`config.mk`:
```
export PLATFORM = sky130hd
export DESIGN_NAME = cnt_cmd_sequencer
export DESIGN_NICKNAME = d
export VERILOG_FILES = /design/src/rtl/cnt_cmd_sequencer.sv
export SDC_FILE = /design/constraint.sdc
export NUM_CORES = 1
export LEC_CHECK = 0
export ABC_AREA = 1
export CAP_MARGIN = 30
export CORE_MARGIN = 3
export CORE_UTILIZATION = 48
export DETAILED_ROUTE_END_ITERATION = 6
export PLACE_DENSITY_LB_ADDON = 0.12
export SKIP_LAST_GASP = 1
export SLEW_MARGIN = 0
export SYNTH_ARGS = -nofsm -noshare
export SYNTH_HDL_FRONTEND = slang
export SYNTH_SLANG_ARGS = --single-unit
```
`constraint.sdc`:
```
create_clock -name clk -period 3.7 [get_ports clk]
set_clock_uncertainty 0.1 [all_clocks]
set_input_delay 0.74 -clock clk [delete_from_list [all_inputs] [get_ports clk]]
set_output_delay 0.74 -clock clk [all_outputs]
set_load 0.005 [all_outputs]
```
`src/rtl/cnt_cmd_sequencer.sv`:
```
// rtl/cnt_cmd_sequencer.sv - round-robin command sequencer sharing a load/inc/dec counter between two requesters
//
// Purpose: accepts LOAD / UP-by-N / DOWN-by-N commands from requesters A and B
// over valid/ready, arbitrates round-robin, drives the counter controls for the
// required cycles and pulses done_x (with err for reserved or aborted commands).
//
// Ports:
//   clk, reset_n               clock, asynchronous active-low reset
//   valid_x, cmd_x, arg_x      requester x command (x = a, b)
//   ready_x, done_x            accept strobe (IDLE only), completion pulse
//   abort                      (CNT_SEQ_ABORT_EN only) stop the running command
//   err                        with done_x: reserved command or abort
//   cnt_en, load, inc, d_in    registered counter controls
//   busy                       high outside IDLE
//
// Build option: define CNT_SEQ_ABORT_EN to add the abort input.

module cnt_cmd_sequencer #(
  parameter int WIDTH  = 8,
  parameter int STEP_W = 4
) (
  input  logic             clk,
  input  logic             reset_n,
  input  logic             valid_a,
  input  logic [1:0]       cmd_a,
  input  logic [WIDTH-1:0] arg_a,
  output logic             ready_a,
  output logic             done_a,
  input  logic             valid_b,
  input  logic [1:0]       cmd_b,
  input  logic [WIDTH-1:0] arg_b,
  output logic             ready_b,
  output logic             done_b,
`ifdef CNT_SEQ_ABORT_EN
  input  logic             abort,
`endif
  output logic             err,
  output logic             cnt_en,
  output logic             load,
  output logic             inc,
  output logic [WIDTH-1:0] d_in,
  output logic             busy
);

  typedef enum logic [1:0] {
    S_IDLE = 2'd0,
    S_RUN  = 2'd1,
    S_DONE = 2'd2
  } state_t;

  localparam logic [1:0] CMD_LOAD = 2'b00;
  localparam logic [1:0] CMD_UP   = 2'b01;
  localparam logic [1:0] CMD_DOWN = 2'b10;
  localparam logic [1:0] CMD_RSV  = 2'b11;

  state_t            state_q, state_d;
  logic              owner_q, owner_d;           // 0 = A, 1 = B
  logic              last_grant_q, last_grant_d; // 0 = A, 1 = B
  logic [1:0]        cmd_q, cmd_d;
  logic [STEP_W-1:0] rem_q, rem_d;               // pulses still to issue, including the one on cnt_en now
  logic              err_q, err_d;
  logic              cnt_en_d, load_d, inc_d;
  logic [WIDTH-1:0]  d_in_d;
  logic              abort_req;

  logic              sel_b;
  logic [1:0]        cmd_sel;
  logic [WIDTH-1:0]  arg_sel;
  logic [STEP_W-1:0] n_sel;
  logic              is_step_q;

`ifdef CNT_SEQ_ABORT_EN
  assign abort_req = abort;
`else
  assign abort_req = 1'b0;
`endif

  assign is_step_q = (cmd_q == CMD_UP) || (cmd_q == CMD_DOWN);

  always_ff @(posedge clk or negedge reset_n) begin
    if (!reset_n) begin
      state_q      <= S_IDLE;
      owner_q      <= 1'b0;
      last_grant_q <= 1'b1;
      cmd_q        <= CMD_LOAD;
      rem_q        <= '0;
      err_q        <= 1'b0;
      cnt_en       <= 1'b0;
      load         <= 1'b0;
      inc          <= 1'b0;
      d_in         <= '0;
    end else begin
      state_q      <= state_d;
      owner_q      <= owner_d;
      last_grant_q <= last_grant_d;
      cmd_q        <= cmd_d;
      rem_q        <= rem_d;
      err_q        <= err_d;
      cnt_en       <= cnt_en_d;
      load         <= load_d;
      inc          <= inc_d;
      d_in         <= d_in_d;
    end
  end

  always_comb begin
    state_d      = state_q;
    owner_d      = owner_q;
    last_grant_d = last_grant_q;
    cmd_d        = cmd_q;
    rem_d        = rem_q;
    err_d        = err_q;
    cnt_en_d     = 1'b0;
    load_d       = load;
    inc_d        = inc;
    d_in_d       = d_in;
    ready_a      = 1'b0;
    ready_b      = 1'b0;
    sel_b        = 1'b0;
    cmd_sel      = cmd_a;
    arg_sel      = arg_a;
    n_sel        = arg_a[STEP_W-1:0];

    case (state_q)
      S_IDLE: begin
        // reset_n gates ready so it reads 0 while reset is held, like every other output
        ready_a = reset_n & valid_a & (~valid_b | last_grant_q);
        ready_b = reset_n & valid_b & (~valid_a | ~last_grant_q);
        sel_b   = ready_b;
        if (sel_b) begin
          cmd_sel = cmd_b;
          arg_sel = arg_b;
        end
        n_sel = arg_sel[STEP_W-1:0];
        if (ready_a || ready_b) begin
          owner_d      = sel_b;
          last_grant_d = sel_b;
          cmd_d        = cmd_sel;
          rem_d        = n_sel;
          err_d        = (cmd_sel == CMD_RSV);
          state_d      = S_RUN;
          // the first counter pulse is set up on the accept edge so it lands in the first RUN cycle
          case (cmd_sel)
            CMD_LOAD: begin
              cnt_en_d = 1'b1;
              load_d   = 1'b1;
              d_in_d   = arg_sel;
            end
            CMD_UP, CMD_DOWN: begin
              if (n_sel != '0) begin
                cnt_en_d = 1'b1;
                load_d   = 1'b0;
                inc_d    = (cmd_sel == CMD_UP);
              end
            end
            default: ;
          endcase
        end
      end
      S_RUN: begin
        if (abort_req) begin
          err_d   = 1'b1;
          state_d = S_DONE;
        end else if (is_step_q && (rem_q > STEP_W'(1))) begin
          rem_d    = rem_q - STEP_W'(1);
          cnt_en_d = 1'b1;
        end else begin
          rem_d   = '0;
          state_d = S_DONE;
        end
      end
      S_DONE: begin
        state_d = S_IDLE;
      end
      default: begin
        state_d = S_IDLE;
      end
    endcase
  end

  assign done_a = (state_q == S_DONE) & ~owner_q;
  assign done_b = (state_q == S_DONE) & owner_q;
  assign err    = (state_q == S_DONE) & err_q;
  assign busy   = (state_q != S_IDLE);

endmodule

```
==> results.txt <==
GR Util All Layers: 21.1%
CTS Buf Count: 3
Slew Limit Fails: 0
Antenna cells: 0
Clk pwr share: 11.9%
Worst vdd ir: 456 uV
Routability Congestion: 0.842
Switching Fraction: 37.4%
Critical path's slowest cell: clkdlybuf4s50_1
DR pass1 iterations: 4
CP required: 2860 ps
H-tree levels: 1
Port Buffers: 40
Yosys cell types: 28
Placeable Area: 2320 um2
Crit Path Category: input pin to primary output
Vias in the first global route: 1281
Post-synth top cells: 37 x nand2_1, 21 x dfrtp_1, 20 x inv_1
Max Fclk: 310 MHz
RR Startpoint: last_grant_q
Initial antenna violation count: 0
Status: complete, no violations
Power per cell area: 655 nW/um2
DR WL/cell: 13.5 um
Final setup TNS: 0 ps
Final WL: 3.05 mm
Area fraction of the dominant cell type after synthesis: 42.6%
Clock net sink count: 22
Lkg Pwr: 0.837 nW
Worst Tran Pin Value: 471 ps
Die ar.: 3210 um2
Number of flops mapped to enable cells by yosys: 0
Sequential Power Share: 38.9%
Nets@finish: 227
Synth Flop Type: dfrtp_1
Drt first-iter violations: 22
Clock Latency Late Sink: 310 ps
Hold-fix buffers, CTS: 0
Final ANT Viol Nets: 0
# rows: 17
Most frequent CP cell: clkdlybuf4s50_1
Layout area overhead: 37.9%
Relative slew slack: 68.6%
Synth Register Bits: 22
Net switching power: 0.000417 W
Minimum clock period: 3220 ps
Worst stage delay on the critical path: 540 ps
Pre-CTS setup slack: 448 ps
Critical path arrival: 2380 ps
Final worst slack: 476 ps
Via-per-instance ratio: 5.20
Global-route wire length before repair: 5.35 mm
Fraction of registers with async set/reset: 100%
Die W: 56.7 um
Clock-pin slew on the worst setup and hold paths: 130 ps
Largest net degree at the start of global routing: 17
Cell area after synthesis: 1230 um2
Main area contributors after synthesis: dfrtp_1 43%, nand2_1 11%, inv_1 6.1%, ha_1 5.1%, o21ai_0 4.5%
Logic pwr share: 49.2%
Final Setup Violations: 0
Layout cell share with drive strength beyond 1: 12.7%
CP cell instances: clkdlybuf4s50_1, buf_4, nand2_1, a211oi_1, clkdlybuf4s50_1
DR vias: 1169
Worst Hold Class: flop to flop
CTS resizes: 0
Syn Inst Count: 153
Sequential fraction of the synthesis area: 44.7%
Int Power: 0.000697 W
Hpwl dp: 2.49 mm
Type of origin of the critical path: input pin
DRC viols: 0
Cell taking the most area after synthesis: dfrtp_1
RSZ-0062 raised after global routing: no
Die Ht: 56.7 um
Hold Crit Start: inc
Ports: 41
Post-synth net total: 182
R2R Setup Slk: 1270 ps
Count leader, synth: nand2_1
CTS tree: yes
Period utilisation layout: 87.1%
Worst setup path start: reset_n
Starting Density: 53.2%
Largest fanout on the critical path: 16
Crit. End Element: primary output
FILL cells: 189
Avg Synthesized Cell Area: 8.06 um2
Fin. Hold Viols: 0
Root buffer cell: clkbuf_4
Clock Path Buffers: 2
Number of post-CTS setup repair buffers: 0
Warnings from Yosys: 0
Remaining global-route overflow: 0
Max-cap check violation count: 0
[power by group through the flow]
stage / logic (W) / registers, W / clock network (W)
floorplan: 0.000288 / 0.000431 / 0
global placement: 0.000534 / 0.000436 / 0
detailed placement: 0.000551 / 0.000439 / 0
CTS: 0.000554 / 0.000433 / 0.000137
global route: 0.000617 / 0.000447 / 0.000149
finish: 0.000548 / 0.000434 / 0.000133
[worst paths after layout]
path	cells after the start	end
max in group asynchronous	2	rem_q[1]
min in group asynchronous	2	d_in[2]
worst min-delay path	2	inc
worst max-delay path	5	ready_a
worst max register to register	11	load
worst min register to register	2	inc
[cells by family (layout without fill, tap and decap cells)]
kind of cell             Yosys count  count (layout)  synth area share (%)
AO/OA/AOI/OAI                     26              26                  12.4
flip-flops                        22              22                  44.7
buffers and inverters             25              69                  8.62
XOR/XNOR                           3               3                  2.13
adder cells (fa/ha/maj)            5               5                  5.07
AND/OR/NAND/NOR                   72              72                  27.1
[placed cells by master (no fill, tap or decap), types with 2 or more instances in the layout]
master           Yosys  routed
nand2_4              3       3
inv_2                2       2
nand3_1              6       6
buf_4                1       2
nor2_2               2       2
nand2_1             37      37
o21ai_0             11      11
dfrtp_1             21      21
a31oi_1              6       6
ha_1                 5       5
xor2_1               2       2
or2_2                2       2
o21ai_2              2       2
inv_1               20      20
nand2_2              5       5
a21oi_1              2       2
o22ai_1              2       2
clkbuf_4             0       3
clkdlybuf4s50_1      0      40
nor2_1              14      14
[stage by stage]
step	power [W]	instance area [um2]	utilization (%)	hold slack (ps)	cells
after floorplan	0.000719	1230	-	344	153
after global placement	0.000969	1670	71.8	357	221
after detailed placement	0.000989	1670	71.8	362	221
after CTS	0.00112	1700	73.4	391	225
after global routing	0.00121	1700	73.4	413	225
final	0.00111	1700	73.4	385	225
[cell type report]
type	count	area [um2]	area share, %
clock buffers	4	36.3	2.13
inverters	23	87.6	5.15
multi-input cells	106	576	33.8
flip-flops and latches	22	552	32.4
well taps	28	35.0	2.06
repair buffers	42	415	24.4
[sequential cells by signal, summed over array words and instances (netlist names)]
register      flops
cmd_q             2
cnt_en            1
d_in              8
err_q             1
inc               1
last_grant_q      1
load              1
owner_q           1
rem_q             4
state_q           2
[worst max-delay path: cells and delay by family]
kind / cells / cell delay, ps
compound gates: 1 / 240
buf+inv: 3 / 1310
simple gates: 1 / 80
[layer usage]
layer	track usage (%)	wire length (um)
met1	22.6	1190
met2	39.4	1610
met3	6.21	232
met4	6.10	19
met5	0	0
Power figures use the tool's default switching activity.
